**src/rtl/execution_mdu_if.sv**
```systemverilog
// EX-stage bundle: ID/EX inputs, forwarding sources and EX/MA outputs of execution_mdu.
// Optional feature of the attached block: EXECUTION_FAST_MUL_EN (single-cycle multiply).
interface execution_mdu_if #(
  parameter int unsigned NB_DATA           = 32,
  parameter int unsigned NB_ALU_OP         = 6,
  parameter int unsigned NB_ADDR_REGISTERS = 5,
  parameter int unsigned NB_CONTROL_EX     = 5,
  parameter int unsigned NB_CONTROL_MA_WB  = 7
) ();
  localparam int unsigned NB_CONTROL = NB_CONTROL_EX + NB_CONTROL_MA_WB;

  logic                         i_clk_en;
  logic [NB_CONTROL-1:0]        i_control_bus;
  logic [NB_DATA-1:0]           i_bus_a;
  logic [NB_DATA-1:0]           i_bus_b;
  logic [NB_DATA-1:0]           i_ext_literal;
  logic [NB_DATA-1:0]           i_ext_sa;
  logic [NB_DATA-1:0]           i_pc_delay_slot;
  logic [NB_ALU_OP-1:0]         i_alu_op;
  logic [3:0]                   i_mdu_op;
  logic [NB_ADDR_REGISTERS-1:0] i_id_rs_num;
  logic [NB_ADDR_REGISTERS-1:0] i_id_rt_num;
  logic [NB_ADDR_REGISTERS-1:0] i_id_rd_num;
  logic [NB_DATA-1:0]           i_ma_rd_data;
  logic [NB_ADDR_REGISTERS-1:0] i_ma_rd_num;
  logic                         i_ma_ctl_rw;
  logic [NB_DATA-1:0]           i_wb_rd_data;
  logic [NB_ADDR_REGISTERS-1:0] i_wb_rd_num;
  logic                         i_wb_ctl_rw;
  logic [NB_CONTROL_MA_WB-1:0]  o_control_ma_wb;
  logic [NB_DATA-1:0]           o_result;
  logic [NB_DATA-1:0]           o_w_data_mem;
  logic [NB_ADDR_REGISTERS-1:0] o_rd_num;
  logic [NB_ADDR_REGISTERS-1:0] o_id_rd_num;
  logic                         o_id_ctl_mem_read;
  logic                         o_id_ctl_reg_write;
  logic [NB_DATA-1:0]           o_id_alu_result;
  logic                         o_stall;
  logic                         o_mdu_busy;

  modport master (
    output i_clk_en, i_control_bus, i_bus_a, i_bus_b, i_ext_literal, i_ext_sa, i_pc_delay_slot,
           i_alu_op, i_mdu_op, i_id_rs_num, i_id_rt_num, i_id_rd_num,
           i_ma_rd_data, i_ma_rd_num, i_ma_ctl_rw, i_wb_rd_data, i_wb_rd_num, i_wb_ctl_rw,
    input  o_control_ma_wb, o_result, o_w_data_mem, o_rd_num, o_id_rd_num,
           o_id_ctl_mem_read, o_id_ctl_reg_write, o_id_alu_result, o_stall, o_mdu_busy
  );

  modport slave (
    input  i_clk_en, i_control_bus, i_bus_a, i_bus_b, i_ext_literal, i_ext_sa, i_pc_delay_slot,
           i_alu_op, i_mdu_op, i_id_rs_num, i_id_rt_num, i_id_rd_num,
           i_ma_rd_data, i_ma_rd_num, i_ma_ctl_rw, i_wb_rd_data, i_wb_rd_num, i_wb_ctl_rw,
    output o_control_ma_wb, o_result, o_w_data_mem, o_rd_num, o_id_rd_num,
           o_id_ctl_mem_read, o_id_ctl_reg_write, o_id_alu_result, o_stall, o_mdu_busy
  );
endinterface

```
**src/rtl/execution_mdu.sv**
```systemverilog
// EX stage: ALU with MA/WB forwarding plus an iterative multiply/divide unit owning HI/LO.
// Define EXECUTION_FAST_MUL_EN for a single-cycle combinational MULT/MULTU.
module execution_mdu #(
  parameter int unsigned NB_DATA           = 32,
  parameter int unsigned NB_ALU_OP         = 6,
  parameter int unsigned NB_ADDR_REGISTERS = 5,
  parameter int unsigned NB_CONTROL_EX     = 5,
  parameter int unsigned NB_CONTROL_MA_WB  = 7
) (
  input logic             i_clk,
  input logic             i_reset,
  execution_mdu_if.slave  bus
);
  localparam int unsigned NB_CONTROL = NB_CONTROL_EX + NB_CONTROL_MA_WB;
  localparam int unsigned NB_SHAMT   = $clog2(NB_DATA);
  localparam int unsigned NB_CNT     = $clog2(NB_DATA);

  localparam logic [NB_ALU_OP-1:0] ALU_SLL  = NB_ALU_OP'('h00), ALU_SRL  = NB_ALU_OP'('h02),
                                   ALU_SRA  = NB_ALU_OP'('h03), ALU_SLLV = NB_ALU_OP'('h04),
                                   ALU_SRLV = NB_ALU_OP'('h06), ALU_SRAV = NB_ALU_OP'('h07),
                                   ALU_LUI  = NB_ALU_OP'('h0f), ALU_ADD  = NB_ALU_OP'('h20),
                                   ALU_ADDU = NB_ALU_OP'('h21), ALU_SUB  = NB_ALU_OP'('h22),
                                   ALU_SUBU = NB_ALU_OP'('h23), ALU_AND  = NB_ALU_OP'('h24),
                                   ALU_OR   = NB_ALU_OP'('h25), ALU_XOR  = NB_ALU_OP'('h26),
                                   ALU_NOR  = NB_ALU_OP'('h27), ALU_SLT  = NB_ALU_OP'('h2a),
                                   ALU_SLTU = NB_ALU_OP'('h2b);

  localparam logic [3:0] MDU_MULT = 4'd1, MDU_MULTU = 4'd2, MDU_DIV = 4'd3, MDU_DIVU = 4'd4,
                         MDU_MFHI = 4'd5, MDU_MFLO  = 4'd6, MDU_MTHI = 4'd7, MDU_MTLO = 4'd8;

  localparam logic [2:0] S_IDLE = 3'd0, S_MUL = 3'd1, S_DIV = 3'd2, S_FIX_MUL = 3'd3, S_FIX_DIV = 3'd4;

  logic                         ctl_reg_dest, ctl_rs_sa, ctl_rt_imm, ctl_use_pc, ctl_reg_dest_31;
  logic [NB_CONTROL_MA_WB-1:0]  ctl_ma_wb;
  logic [NB_DATA-1:0]           rs_data, rt_data, alu_a, alu_b, alu_result, ex_result;
  logic [NB_SHAMT-1:0]          shamt;
  logic [NB_ADDR_REGISTERS-1:0] dest_num;
  logic                         op_mul, op_div, op_signed, no_gpr, reg_write;
  logic                         stall, advance, start_mul, start_div, sign_a, sign_b;
  logic [NB_DATA-1:0]           abs_a, abs_b;

  logic [2:0]                   state, state_next;
  logic [NB_CNT-1:0]            cnt, cnt_next;
  logic [2*NB_DATA-1:0]         acc, acc_next;
  logic [NB_DATA-1:0]           opnd, opnd_next, hi, hi_next, lo, lo_next;
  logic                         neg_hi, neg_hi_next, neg_lo, neg_lo_next;
  logic [NB_DATA:0]             mul_sum, div_shift;
  logic [NB_DATA+1:0]           div_diff;

  logic [NB_CONTROL_MA_WB-1:0]  ctl_q;
  logic [NB_DATA-1:0]           result_q, wdata_q;
  logic [NB_ADDR_REGISTERS-1:0] rd_q;
  logic                         busy_q;

  assign {ctl_reg_dest, ctl_rs_sa, ctl_rt_imm, ctl_use_pc, ctl_reg_dest_31} =
    bus.i_control_bus[NB_CONTROL-1 -: 5];
  assign ctl_ma_wb = bus.i_control_bus[NB_CONTROL_MA_WB-1:0];

  // Operand forwarding: MA has priority over WB, register 0 is never forwarded
  always_comb begin
    rs_data = bus.i_bus_a;
    rt_data = bus.i_bus_b;
    if (bus.i_id_rs_num != '0 && bus.i_ma_ctl_rw && bus.i_ma_rd_num == bus.i_id_rs_num)
      rs_data = bus.i_ma_rd_data;
    else if (bus.i_id_rs_num != '0 && bus.i_wb_ctl_rw && bus.i_wb_rd_num == bus.i_id_rs_num)
      rs_data = bus.i_wb_rd_data;
    if (bus.i_id_rt_num != '0 && bus.i_ma_ctl_rw && bus.i_ma_rd_num == bus.i_id_rt_num)
      rt_data = bus.i_ma_rd_data;
    else if (bus.i_id_rt_num != '0 && bus.i_wb_ctl_rw && bus.i_wb_rd_num == bus.i_id_rt_num)
      rt_data = bus.i_wb_rd_data;
  end

  assign op_mul    = (bus.i_mdu_op == MDU_MULT) || (bus.i_mdu_op == MDU_MULTU);
  assign op_div    = (bus.i_mdu_op == MDU_DIV)  || (bus.i_mdu_op == MDU_DIVU);
  assign op_signed = (bus.i_mdu_op == MDU_MULT) || (bus.i_mdu_op == MDU_DIV);
  assign no_gpr    = op_mul || op_div || (bus.i_mdu_op == MDU_MTHI) || (bus.i_mdu_op == MDU_MTLO);
  assign dest_num  = ctl_reg_dest_31 ? '1 : (ctl_reg_dest ? bus.i_id_rd_num : bus.i_id_rt_num);
  assign reg_write = ctl_ma_wb[0] && (dest_num != '0) && !no_gpr;

  assign alu_a = ctl_use_pc ? bus.i_pc_delay_slot : (ctl_rs_sa ? bus.i_ext_sa : rs_data);
  assign alu_b = ctl_rt_imm ? bus.i_ext_literal : rt_data;
  assign shamt = alu_a[NB_SHAMT-1:0];

  // ALU; variable and immediate shifts differ only in where alu_a comes from
  always_comb begin
    alu_result = '0;
    case (bus.i_alu_op)
      ALU_SLL, ALU_SLLV: alu_result = alu_b << shamt;
      ALU_SRL, ALU_SRLV: alu_result = alu_b >> shamt;
      ALU_SRA, ALU_SRAV: alu_result = $signed(alu_b) >>> shamt;
      ALU_LUI:           alu_result = alu_b << (NB_DATA / 2);
      ALU_ADD, ALU_ADDU: alu_result = alu_a + alu_b;
      ALU_SUB, ALU_SUBU: alu_result = alu_a - alu_b;
      ALU_AND:           alu_result = alu_a & alu_b;
      ALU_OR:            alu_result = alu_a | alu_b;
      ALU_XOR:           alu_result = alu_a ^ alu_b;
      ALU_NOR:           alu_result = ~(alu_a | alu_b);
      ALU_SLT:           alu_result = NB_DATA'($signed(alu_a) < $signed(alu_b));
      ALU_SLTU:          alu_result = NB_DATA'(alu_a < alu_b);
      default:           alu_result = '0;
    endcase
  end

  assign ex_result = (bus.i_mdu_op == MDU_MFHI) ? hi :
                     (bus.i_mdu_op == MDU_MFLO) ? lo : alu_result;

  assign stall     = (state != S_IDLE) && (bus.i_mdu_op >= MDU_MULT) && (bus.i_mdu_op <= MDU_MTLO);
  assign advance   = bus.i_clk_en && !stall;
  assign sign_a    = op_signed && rs_data[NB_DATA-1];
  assign sign_b    = op_signed && rt_data[NB_DATA-1];
  assign abs_a     = sign_a ? -rs_data : rs_data;
  assign abs_b     = sign_b ? -rt_data : rt_data;
  assign start_div = advance && op_div;
`ifdef EXECUTION_FAST_MUL_EN
  logic [2*NB_DATA-1:0] fast_prod;
  assign start_mul = 1'b0;
  // Sign/zero-extended operands: the low 2*NB_DATA bits are the exact product
  assign fast_prod = op_signed ?
    ({{NB_DATA{rs_data[NB_DATA-1]}}, rs_data} * {{NB_DATA{rt_data[NB_DATA-1]}}, rt_data}) :
    ({{NB_DATA{1'b0}}, rs_data} * {{NB_DATA{1'b0}}, rt_data});
`else
  assign start_mul = advance && op_mul;
`endif

  // acc holds {partial product} for MUL and {remainder, quotient} for DIV
  assign mul_sum   = {1'b0, acc[2*NB_DATA-1:NB_DATA]} + (acc[0] ? {1'b0, opnd} : '0);
  assign div_shift = {acc[2*NB_DATA-1:NB_DATA], acc[NB_DATA-1]};
  assign div_diff  = {1'b0, div_shift} - {2'b00, opnd};

  // MDU next-state and datapath; divide by zero naturally yields rem=dividend, quo=all ones
  always_comb begin
    state_next  = state;
    cnt_next    = cnt;
    acc_next    = acc;
    opnd_next   = opnd;
    neg_hi_next = neg_hi;
    neg_lo_next = neg_lo;
    hi_next     = hi;
    lo_next     = lo;
    case (state)
      S_IDLE: begin
        if (start_mul) begin
          state_next  = S_MUL;
          cnt_next    = '0;
          acc_next    = {{NB_DATA{1'b0}}, abs_b};
          opnd_next   = abs_a;
          neg_hi_next = sign_a ^ sign_b;
        end else if (start_div) begin
          state_next  = S_DIV;
          cnt_next    = '0;
          acc_next    = {{NB_DATA{1'b0}}, abs_a};
          opnd_next   = abs_b;
          neg_hi_next = sign_a;
          neg_lo_next = (sign_a ^ sign_b) && (rt_data != '0);
        end
      end
      S_MUL: begin
        acc_next = {mul_sum, acc[NB_DATA-1:1]};
        cnt_next = cnt + 1'b1;
        if (cnt == NB_CNT'(NB_DATA - 1)) state_next = S_FIX_MUL;
      end
      S_DIV: begin
        if (!div_diff[NB_DATA+1]) acc_next = {div_diff[NB_DATA-1:0], acc[NB_DATA-2:0], 1'b1};
        else                      acc_next = {div_shift[NB_DATA-1:0], acc[NB_DATA-2:0], 1'b0};
        cnt_next = cnt + 1'b1;
        if (cnt == NB_CNT'(NB_DATA - 1)) state_next = S_FIX_DIV;
      end
      S_FIX_MUL: begin
        {hi_next, lo_next} = neg_hi ? -acc : acc;
        state_next = S_IDLE;
      end
      S_FIX_DIV: begin
        hi_next    = neg_hi ? -acc[2*NB_DATA-1:NB_DATA] : acc[2*NB_DATA-1:NB_DATA];
        lo_next    = neg_lo ? -acc[NB_DATA-1:0] : acc[NB_DATA-1:0];
        state_next = S_IDLE;
      end
      default: state_next = S_IDLE;
    endcase
    if (advance && bus.i_mdu_op == MDU_MTHI) hi_next = rs_data;
    if (advance && bus.i_mdu_op == MDU_MTLO) lo_next = rs_data;
`ifdef EXECUTION_FAST_MUL_EN
    if (advance && op_mul) {hi_next, lo_next} = fast_prod;
`endif
  end

  // MDU state register; iteration runs regardless of i_clk_en
  always_ff @(posedge i_clk) begin
    if (i_reset) begin
      state  <= S_IDLE;
      cnt    <= '0;
      acc    <= '0;
      opnd   <= '0;
      neg_hi <= 1'b0;
      neg_lo <= 1'b0;
      hi     <= '0;
      lo     <= '0;
      busy_q <= 1'b0;
    end else begin
      state  <= state_next;
      cnt    <= cnt_next;
      acc    <= acc_next;
      opnd   <= opnd_next;
      neg_hi <= neg_hi_next;
      neg_lo <= neg_lo_next;
      hi     <= hi_next;
      lo     <= lo_next;
      busy_q <= (state_next != S_IDLE);
    end
  end

  // EX/MA register; a stall inserts a bubble and keeps the data fields
  always_ff @(posedge i_clk) begin
    if (i_reset) begin
      ctl_q    <= '0;
      rd_q     <= '0;
      result_q <= '0;
      wdata_q  <= '0;
    end else if (bus.i_clk_en) begin
      if (stall) begin
        ctl_q <= '0;
        rd_q  <= '0;
      end else begin
        ctl_q    <= {ctl_ma_wb[NB_CONTROL_MA_WB-1:1], reg_write};
        rd_q     <= dest_num;
        result_q <= ex_result;
        wdata_q  <= rt_data;
      end
    end
  end

  assign bus.o_control_ma_wb    = ctl_q;
  assign bus.o_result           = result_q;
  assign bus.o_w_data_mem       = wdata_q;
  assign bus.o_rd_num           = rd_q;
  assign bus.o_mdu_busy         = busy_q;
  assign bus.o_stall            = stall;
  assign bus.o_id_rd_num        = dest_num;
  assign bus.o_id_ctl_mem_read  = ctl_ma_wb[NB_CONTROL_MA_WB-1];
  assign bus.o_id_ctl_reg_write = reg_write;
  assign bus.o_id_alu_result    = ex_result;
endmodule

```
**src/flat_wrapper.sv**
```systemverilog
// flat-port wrapper written by rule: the top's interface ports become plain ports
module execution_mdu_flat 
#(
  parameter int unsigned NB_DATA           = 32,
  parameter int unsigned NB_ALU_OP         = 6,
  parameter int unsigned NB_ADDR_REGISTERS = 5,
  parameter int unsigned NB_CONTROL_EX     = 5,
  parameter int unsigned NB_CONTROL_MA_WB  = 7
)
  (i_clk, i_reset, bus_i_clk_en, bus_i_control_bus, bus_i_bus_a, bus_i_bus_b, bus_i_ext_literal, bus_i_ext_sa, bus_i_pc_delay_slot, bus_i_alu_op, bus_i_mdu_op, bus_i_id_rs_num, bus_i_id_rt_num, bus_i_id_rd_num, bus_i_ma_rd_data, bus_i_ma_rd_num, bus_i_ma_ctl_rw, bus_i_wb_rd_data, bus_i_wb_rd_num, bus_i_wb_ctl_rw, bus_o_control_ma_wb, bus_o_result, bus_o_w_data_mem, bus_o_rd_num, bus_o_id_rd_num, bus_o_id_ctl_mem_read, bus_o_id_ctl_reg_write, bus_o_id_alu_result, bus_o_stall, bus_o_mdu_busy);
  execution_mdu_if #(.NB_DATA(NB_DATA), .NB_ALU_OP(NB_ALU_OP), .NB_ADDR_REGISTERS(NB_ADDR_REGISTERS), .NB_CONTROL_EX(NB_CONTROL_EX), .NB_CONTROL_MA_WB(NB_CONTROL_MA_WB)) bus_i ();
  input logic i_clk;
  input logic i_reset;
  input wire logic [$bits(bus_i.i_clk_en)-1:0] bus_i_clk_en;
  input wire logic [$bits(bus_i.i_control_bus)-1:0] bus_i_control_bus;
  input wire logic [$bits(bus_i.i_bus_a)-1:0] bus_i_bus_a;
  input wire logic [$bits(bus_i.i_bus_b)-1:0] bus_i_bus_b;
  input wire logic [$bits(bus_i.i_ext_literal)-1:0] bus_i_ext_literal;
  input wire logic [$bits(bus_i.i_ext_sa)-1:0] bus_i_ext_sa;
  input wire logic [$bits(bus_i.i_pc_delay_slot)-1:0] bus_i_pc_delay_slot;
  input wire logic [$bits(bus_i.i_alu_op)-1:0] bus_i_alu_op;
  input wire logic [$bits(bus_i.i_mdu_op)-1:0] bus_i_mdu_op;
  input wire logic [$bits(bus_i.i_id_rs_num)-1:0] bus_i_id_rs_num;
  input wire logic [$bits(bus_i.i_id_rt_num)-1:0] bus_i_id_rt_num;
  input wire logic [$bits(bus_i.i_id_rd_num)-1:0] bus_i_id_rd_num;
  input wire logic [$bits(bus_i.i_ma_rd_data)-1:0] bus_i_ma_rd_data;
  input wire logic [$bits(bus_i.i_ma_rd_num)-1:0] bus_i_ma_rd_num;
  input wire logic [$bits(bus_i.i_ma_ctl_rw)-1:0] bus_i_ma_ctl_rw;
  input wire logic [$bits(bus_i.i_wb_rd_data)-1:0] bus_i_wb_rd_data;
  input wire logic [$bits(bus_i.i_wb_rd_num)-1:0] bus_i_wb_rd_num;
  input wire logic [$bits(bus_i.i_wb_ctl_rw)-1:0] bus_i_wb_ctl_rw;
  output wire logic [$bits(bus_i.o_control_ma_wb)-1:0] bus_o_control_ma_wb;
  output wire logic [$bits(bus_i.o_result)-1:0] bus_o_result;
  output wire logic [$bits(bus_i.o_w_data_mem)-1:0] bus_o_w_data_mem;
  output wire logic [$bits(bus_i.o_rd_num)-1:0] bus_o_rd_num;
  output wire logic [$bits(bus_i.o_id_rd_num)-1:0] bus_o_id_rd_num;
  output wire logic [$bits(bus_i.o_id_ctl_mem_read)-1:0] bus_o_id_ctl_mem_read;
  output wire logic [$bits(bus_i.o_id_ctl_reg_write)-1:0] bus_o_id_ctl_reg_write;
  output wire logic [$bits(bus_i.o_id_alu_result)-1:0] bus_o_id_alu_result;
  output wire logic [$bits(bus_i.o_stall)-1:0] bus_o_stall;
  output wire logic [$bits(bus_i.o_mdu_busy)-1:0] bus_o_mdu_busy;
  assign bus_i.i_clk_en = bus_i_clk_en;
  assign bus_i.i_control_bus = bus_i_control_bus;
  assign bus_i.i_bus_a = bus_i_bus_a;
  assign bus_i.i_bus_b = bus_i_bus_b;
  assign bus_i.i_ext_literal = bus_i_ext_literal;
  assign bus_i.i_ext_sa = bus_i_ext_sa;
  assign bus_i.i_pc_delay_slot = bus_i_pc_delay_slot;
  assign bus_i.i_alu_op = bus_i_alu_op;
  assign bus_i.i_mdu_op = bus_i_mdu_op;
  assign bus_i.i_id_rs_num = bus_i_id_rs_num;
  assign bus_i.i_id_rt_num = bus_i_id_rt_num;
  assign bus_i.i_id_rd_num = bus_i_id_rd_num;
  assign bus_i.i_ma_rd_data = bus_i_ma_rd_data;
  assign bus_i.i_ma_rd_num = bus_i_ma_rd_num;
  assign bus_i.i_ma_ctl_rw = bus_i_ma_ctl_rw;
  assign bus_i.i_wb_rd_data = bus_i_wb_rd_data;
  assign bus_i.i_wb_rd_num = bus_i_wb_rd_num;
  assign bus_i.i_wb_ctl_rw = bus_i_wb_ctl_rw;
  assign bus_o_control_ma_wb = bus_i.o_control_ma_wb;
  assign bus_o_result = bus_i.o_result;
  assign bus_o_w_data_mem = bus_i.o_w_data_mem;
  assign bus_o_rd_num = bus_i.o_rd_num;
  assign bus_o_id_rd_num = bus_i.o_id_rd_num;
  assign bus_o_id_ctl_mem_read = bus_i.o_id_ctl_mem_read;
  assign bus_o_id_ctl_reg_write = bus_i.o_id_ctl_reg_write;
  assign bus_o_id_alu_result = bus_i.o_id_alu_result;
  assign bus_o_stall = bus_i.o_stall;
  assign bus_o_mdu_busy = bus_i.o_mdu_busy;
  execution_mdu #(.NB_DATA(NB_DATA), .NB_ALU_OP(NB_ALU_OP), .NB_ADDR_REGISTERS(NB_ADDR_REGISTERS), .NB_CONTROL_EX(NB_CONTROL_EX), .NB_CONTROL_MA_WB(NB_CONTROL_MA_WB)) u_core (.i_clk(i_clk), .i_reset(i_reset), .bus(bus_i));
endmodule
```
**config.mk**
```make
export PLATFORM = sky130hd
export DESIGN_NAME = execution_mdu_flat
export DESIGN_NICKNAME = d
export VERILOG_FILES = /design/src/rtl/execution_mdu_if.sv /design/src/rtl/execution_mdu.sv /design/src/flat_wrapper.sv
export SDC_FILE = /design/constraint.sdc
export NUM_CORES = 2
export LEC_CHECK = 0
export CAP_MARGIN = 15
export CORE_MARGIN = 8
export CORE_UTILIZATION = 40
export DETAILED_ROUTE_END_ITERATION = 7
export PLACE_DENSITY_LB_ADDON = 0.15
export SLEW_MARGIN = 20
export SYNTH_ARGS = -nofsm -noshare
export SYNTH_HDL_FRONTEND = slang
export SYNTH_SLANG_ARGS = --single-unit
export TNS_END_PERCENT = 50
```
**constraint.sdc**
```tcl
create_clock -name i_clk -period 22.6 [get_ports i_clk]
set_input_delay 6.78 -clock i_clk [delete_from_list [all_inputs] [get_ports i_clk]]
set_output_delay 6.78 -clock i_clk [all_outputs]
set_load 0.02 [all_outputs]
```
== Word level (Yosys, flattened, before mapping) ==
Cells that the tools add are included.
Word-level totals
  bits in registers: 247
  input bits: 276
  output and inout bits: 117
  word-level logic and storage cells: 163
Operators by class
  add/subtract/negate cells: 10
  $lt $le $gt $ge: 4
  equal/unequal tests: 34
  shift-type cells: 3
  multiplexer cells: 40
  bitwise gates (word level): 7
  reduce and logical (&&, ||, !) cells: 52
Operator list (count)
  two-way mux 32 bit: 18
  one-hot mux 32 bit (12 select lines): 1
  two-way mux 64 bit: 4
  one-hot mux 64 bit (3 select lines): 1
  negator 32 bit: 4
  one-hot mux 32 bit (2 select lines): 2
  less-than comparator 32 bit: 2
  negator 64 bit: 1
  equality test 6 bit (second input constant): 10
  subtractor 33 x 32 -> 34 bit: 1
  adder 32 x 33 -> 33 bit: 1
  adder 32 bit: 1
  AND 32 bit: 1
  NOT 32 bit: 1
  OR 32 bit: 1
  nonzero test 32 bit: 1
  << shifter 32 x 5 -> 32 bit: 1
  >> shifter 32 x 5 -> 32 bit: 1
  >>> shifter 32 x 5 -> 32 bit: 1
  subtractor 32 bit: 1
  bitwise XOR 32 bit: 1
  two-way mux 5 bit: 5
  equality test 5 bit: 4
  logical AND 1 bit: 20
  32 further kinds: 66

== Logic depth before layout (Yosys ltp) ==
  depth in word-level cells: 12
  depth in mapped cells: 26
  depth with buffers taken out: 22

== Worst setup path before layout ==
OpenSTA, ideal clock, no wires.
  path type: input to output
  from: in bus_i_id_rs_num[0]
  to: out bus_o_id_alu_result[26]
  data arrival time: 12469 ps
  data required time: 15820 ps
  setup slack: 3351 ps
  cell stages on the path: 26
  buffers on the path: 5
  cell sequence: or4_4 or2_1 buf_6 and4_4 o31ai_4 nand2_2 inv_4 buf_12 buf_4 buf_4 buf_2 ha_1 inv_1 fa_1 a211o_1 a2111oi_0 a21oi_1 a221oi_1 a21oi_1 a21o_1 a21boi_0 o311ai_0 nand3_1 nor3b_1 nor2_1 nor2_1
On the way
  longest elaborated chain between the ends: 12
  elaborated cells on any way between the ends: 23
  those cells by class: 2 x add/sub; 2 x eq/ne; 3 x shift; 7 x mux; 4 x bitwise; 5 x reduce/logical
Ends and longest elaborated chain
  start, declared: line flat_wrapper.sv:23  | input wire logic [$bits(bus_i.i_id_rs_num)-1:0] bus_i_id_rs_num;
  nonzero test 5 bit: line execution_mdu.sv:63, execution_mdu.sv:65
  logical AND 1 bit (2 in series): line execution_mdu.sv:65  | else if (bus.i_id_rs_num != '0 && bus.i_wb_ctl_rw && bus.i_wb_rd_num == bus.i_id_rs_num)
  two-way mux 32 bit: line execution_mdu.sv:65
  two-way mux 32 bit (*): line execution_mdu.sv:63  | if (bus.i_id_rs_num != '0 && bus.i_ma_ctl_rw && bus.i_ma_rd_num == bus.i_id_rs_num)
  two-way mux 32 bit (*) (2 in series): line execution_mdu.sv:80  | assign alu_a = ctl_use_pc ? bus.i_pc_delay_slot : (ctl_rs_sa ? bus.i_ext_sa : rs_data);
  branches (longest 2 deep; another with subtractor 32 bit)
  one-hot mux 32 bit (12 select lines) (*): line execution_mdu.sv:87  | case (bus.i_alu_op)
  two-way mux 32 bit (*): line execution_mdu.sv:105  | (bus.i_mdu_op == MDU_MFLO) ? lo : alu_result;
  two-way mux 32 bit (*): line execution_mdu.sv:104  | assign ex_result = (bus.i_mdu_op == MDU_MFHI) ? hi :
  end, declared: line flat_wrapper.sv:39  | output wire logic [$bits(bus_i.o_id_alu_result)-1:0] bus_o_id_alu_result;
Every way passes the cells marked *.

== Final worst setup path ==
  from: in bus_i_id_rs_num[0]
  to: out bus_o_id_alu_result[23]
The elaborated chain is that of the path after synthesis.

==> impl_metrics.csv <==
group,metric,value,unit
placement,dp_slack,1.33,ns
timing,skew,0.0608,ns
setup_path,worst_ep_arrival_time,14.74,ns
drt,drtAntennaViolNets,0,
power,p_clk_share,27.9,%
drt,vias,36656,
grt,track_usage,39.7,%
power,comb_power_share,48.5,%
cts,clock_latency,0.61,ns
logic_synthesis,ys_seq_area_share,15.9,%
grt,grt_pass1_vias,34401,
final_layout,drive_gt1_share,8.38,%
grt,grt-ovfl-total,0,
logic_synthesis,synth-edff-count,0,
logic_synthesis,yosys_warnings,0,
power,irDropWorstVdd,0.0654,mV
setup_path,crit_chain,"clkdlybuf4s50_1, or4_4, o211ai_2, nor2_4, o31ai_1, and2_2, inv_2, ha_1, a211oi_1, o21ai_0, a31oi_1, a211oi_1, o31ai_1, nand2_1, a31oi_1, o311ai_0, a2bb2oi_1, xnor2_1, nor3_1, a2111oi_0, nor2_1, clkdlybuf4s50_1",
logic_synthesis,synth-main-ff-cell,"dfxtp_1",
flow_run,drv_cap,0,
placement,place_area,36100,µm²
drt,drc,11,
drt,wl_per_cell,32.3,µm
final_layout,final_cell_mix,"464 x nor2_1, 454 x nand2_1, 398 x a21oi_1",
logic_synthesis,synth.avg_cell_area,7.22,µm²
setup_path,cpLargestDelayFamily,"compound AO/OA/AOI/OAI gates",
setup_path,required,15.82,ns
timing,relSlewSlack,14.0,%
timing,tightest_slew,1.28,ns
grt,grt_pass1_wl,254,mm
floorplan,die_area,87000,µm²
power,intPower,1.15,mW
timing,final.period_utilization,95.2,%
power,power,2.06,mW
grt,gr-max-usage-layer,"met2",
setup_path,crit_fanout,49,
floorplan,rows,102,
outcome,violations,"design-rule violations",
power,seqPwrFrac,23.5,%
placement,place_hpwl,144,mm
floorplan,coreArea,77200,µm²
worst_hold_path,hp-class,"flop to flop",
placement,gp_congestion,1.07,
cts,clk_path_buf_depth,3,
power,power_density,55.3,nW/µm²
cts,cts_resized,0,
timing,finalHoldViolCount,0,
setup_path,crit_buf_inv,3,
cts,clkTransAtPathRegs,0.06,ns
power,leakage,14.4,nW
timing,setup_viol,0,
floorplan,die_w,295,µm
drt,drt-pass1-iter-count,8,
setup_path,start_kind,"input port",
timing,min_period,21.52,ns
final_layout,final_common_cell,"nor2_1",
setup_path,critPathCaptureType,"primary output",
setup_path,cpMaxStageDelayCell,"o31ai_1",
grt,use_met2,64.2,%
cts,clkSinkCount,247,
logic_synthesis,ys_seq_elements,247,
power,switching_share,44.2,%
drt,vias_per_cell,6.53,
logic_synthesis,synth.net_count,4768,
placement,io_buffers,392,
floorplan,num_io_pins,393,
cts,holdBufCountCts,0,
cts,tritoncts,"done",
power,switchingPower,912,µW
grt,met1_usage,47.6,%
drt,wl,181,mm
setup_path,path_class,"input port to primary output",
floorplan,die_h,295,µm
grt,antenna_found_initial,18,
floorplan,start_util,40.3,%
cts,post-cts-setup-buffer-count,0,
timing,fmax,0.0465,GHz
logic_synthesis,syn_inst,4307,
final_layout,nets,4994,
timing,slew_violations,0,
grt,met3_usage,7.36,%
final_layout,layout-area-overhead-vs-synth,19.7,%
cts,htreeDepth,2,
grt,grt_max_degree,96,
logic_synthesis,async_flop_share,0,%
setup_path,crit_path_max_incr_delay,0.94,ns
cts,cts_inserted_buffers,35,
drt,drt_iter0_markers,4710,
cts,root_buffer,"clkbuf_16",
timing,grt_setup_unrepaired,"false",
logic_synthesis,synthDistinctLibCells,112,
timing,setup_slack,1.08,ns
final_layout,fin_area,37200,µm²
logic_synthesis,syn-cell-area,31100,µm²
timing,finalSetupTns,0,ns
outcome,outcome,"complete, but fails checks",
## worst reg2reg max path, stage by stage, from the launching register on
cell      delay [ns]
dfxtp_1         0.40
clkinv_1        0.09
buf_4           0.36
ha_1            0.27
nand3b_1        0.13
nor2_1          0.51
nand4_1         0.42
nor3_1          0.43
o21ai_1         0.15
or2_2           0.32
or3_1           0.45
or3_1           0.49
o31ai_1         0.28
xnor2_1         0.18
nor2_1          0.13
o41ai_1         0.31
## layout make-up
cell class	count	area (µm²)
fillers	7953	40000
multi-input cells	3548	24200
repair buffers	533	4960
flip-flops and latches	247	4940
well taps	1040	1300
clock buffers	50	1000
inverters	168	638
clock inverters	13	140
diodes	11	27.5
## synthesized netlist by cell type (all sizes together), types with 15 or more instances
| cell type | instances | area share (%) |
|---|---|---|
| a2111oi | 19 | 0.59 |
| a211oi | 74 | 1.8 |
| a21o | 53 | 1.3 |
| a21oi | 401 | 6.5 |
| a221oi | 53 | 1.5 |
| a222oi | 35 | 1.1 |
| a22oi | 85 | 2.1 |
| a311oi | 22 | 0.62 |
| a31oi | 82 | 1.7 |
| and2 | 34 | 0.69 |
| and3 | 23 | 0.46 |
| buf | 106 | 1.9 |
| clkbuf | 238 | 2.9 |
| dfxtp | 247 | 16 |
| ha | 181 | 7.3 |
| inv | 166 | 2.0 |
| mux2 | 44 | 1.6 |
| mux2i | 214 | 6.9 |
| mux4 | 42 | 3.1 |
| nand2 | 456 | 5.5 |
| nand2b | 41 | 0.82 |
| nand3 | 67 | 1.1 |
| nand3b | 15 | 0.36 |
| nand4 | 37 | 0.74 |
| nor2 | 474 | 5.8 |
| nor2b | 15 | 0.30 |
| nor3 | 118 | 1.9 |
| nor4 | 28 | 0.70 |
| o211ai | 42 | 1.0 |
| o21a | 32 | 0.77 |
| o21ai | 234 | 3.8 |
| o21bai | 24 | 0.58 |
| o221ai | 21 | 0.59 |
| o22ai | 35 | 0.70 |
| o31ai | 65 | 1.7 |
| o41ai | 21 | 0.64 |
| or3 | 26 | 0.55 |
| or4 | 17 | 0.45 |
| xnor2 | 166 | 4.7 |
| xor2 | 80 | 2.3 |
## state kept, by name, summed over array words and instances (netlist names)
register and flops:
u_core.acc 64, u_core.bus.o_result 32, u_core.bus.o_w_data_mem 32, u_core.hi 32, u_core.lo 32, u_core.opnd 32
u_core.bus.o_control_ma_wb 7, u_core.bus.o_rd_num 5, u_core.cnt 5, u_core.state 3, u_core.bus.o_mdu_busy 1, u_core.neg_hi 1
u_core.neg_lo 1
## worst paths after layout
check                                                               from                                       end  slack, ns  depth (start not counted)
worst min register to register  u_core.bus.o_w_data_mem[31]$_SDFFE_PP0P_  u_core.bus.o_w_data_mem[31]$_SDFFE_PP0P_       0.45                          2
worst min-delay path            u_core.bus.o_w_data_mem[31]$_SDFFE_PP0P_  u_core.bus.o_w_data_mem[31]$_SDFFE_PP0P_       0.45                          2
worst max register to register                u_core.acc[0]$_SDFFE_PP0P_                u_core.hi[18]$_SDFFE_PP0P_      17.58                         15
worst max-delay path                                  bus_i_id_rs_num[0]                   bus_o_id_alu_result[23]       1.08                         22
## power by group through the flow
stage | registers [mW] | logic [mW] | clock network (mW)
floorplan | 0.490 | 0.595 | 0
global placement | 0.493 | 0.972 | 0
detailed placement | 0.493 | 0.966 | 0
CTS | 0.484 | 0.971 | 0.579
global route | 0.487 | 1.05 | 0.596
finish | 0.485 | 1.00 | 0.576
## metrics by stage
step / hold slack [ns] / instances / utilization [%]
after floorplan: 0.432 / 4307 / -
after global placement: 0.441 / 5535 / 46.7
after detailed placement: 0.446 / 5535 / 46.7
after CTS: 0.455 / 5598 / 48.2
after global routing: 0.468 / 5607 / 48.2
final: 0.455 / 5610 / 48.2
## layer usage
metal / share of wire, % / vias up
li1: - / 16395
met1: 38 / 17713
met2: 45 / 2058
met3: 8.6 / 480
met4: 8.4 / 10
met5: 0.042 / -
## kinds of logic (layout without fill, tap and decap cells)
logic type               count (synthesis)  count (layout)  share of synthesized area, %
adder cells (fa/ha/maj)                185             185                          7.54
multiplexers                           300             300                          11.6
buffers and inverters                  512             764                          6.82
other                                    0              11                             0
AND/OR/NAND/NOR                       1386            1386                          20.4
flip-flops                             247             247                          15.9
AO/OA/AOI/OAI                         1431            1431                          30.8
XOR/XNOR                               246             246                          6.92
(Power assumes the default switching activity.)
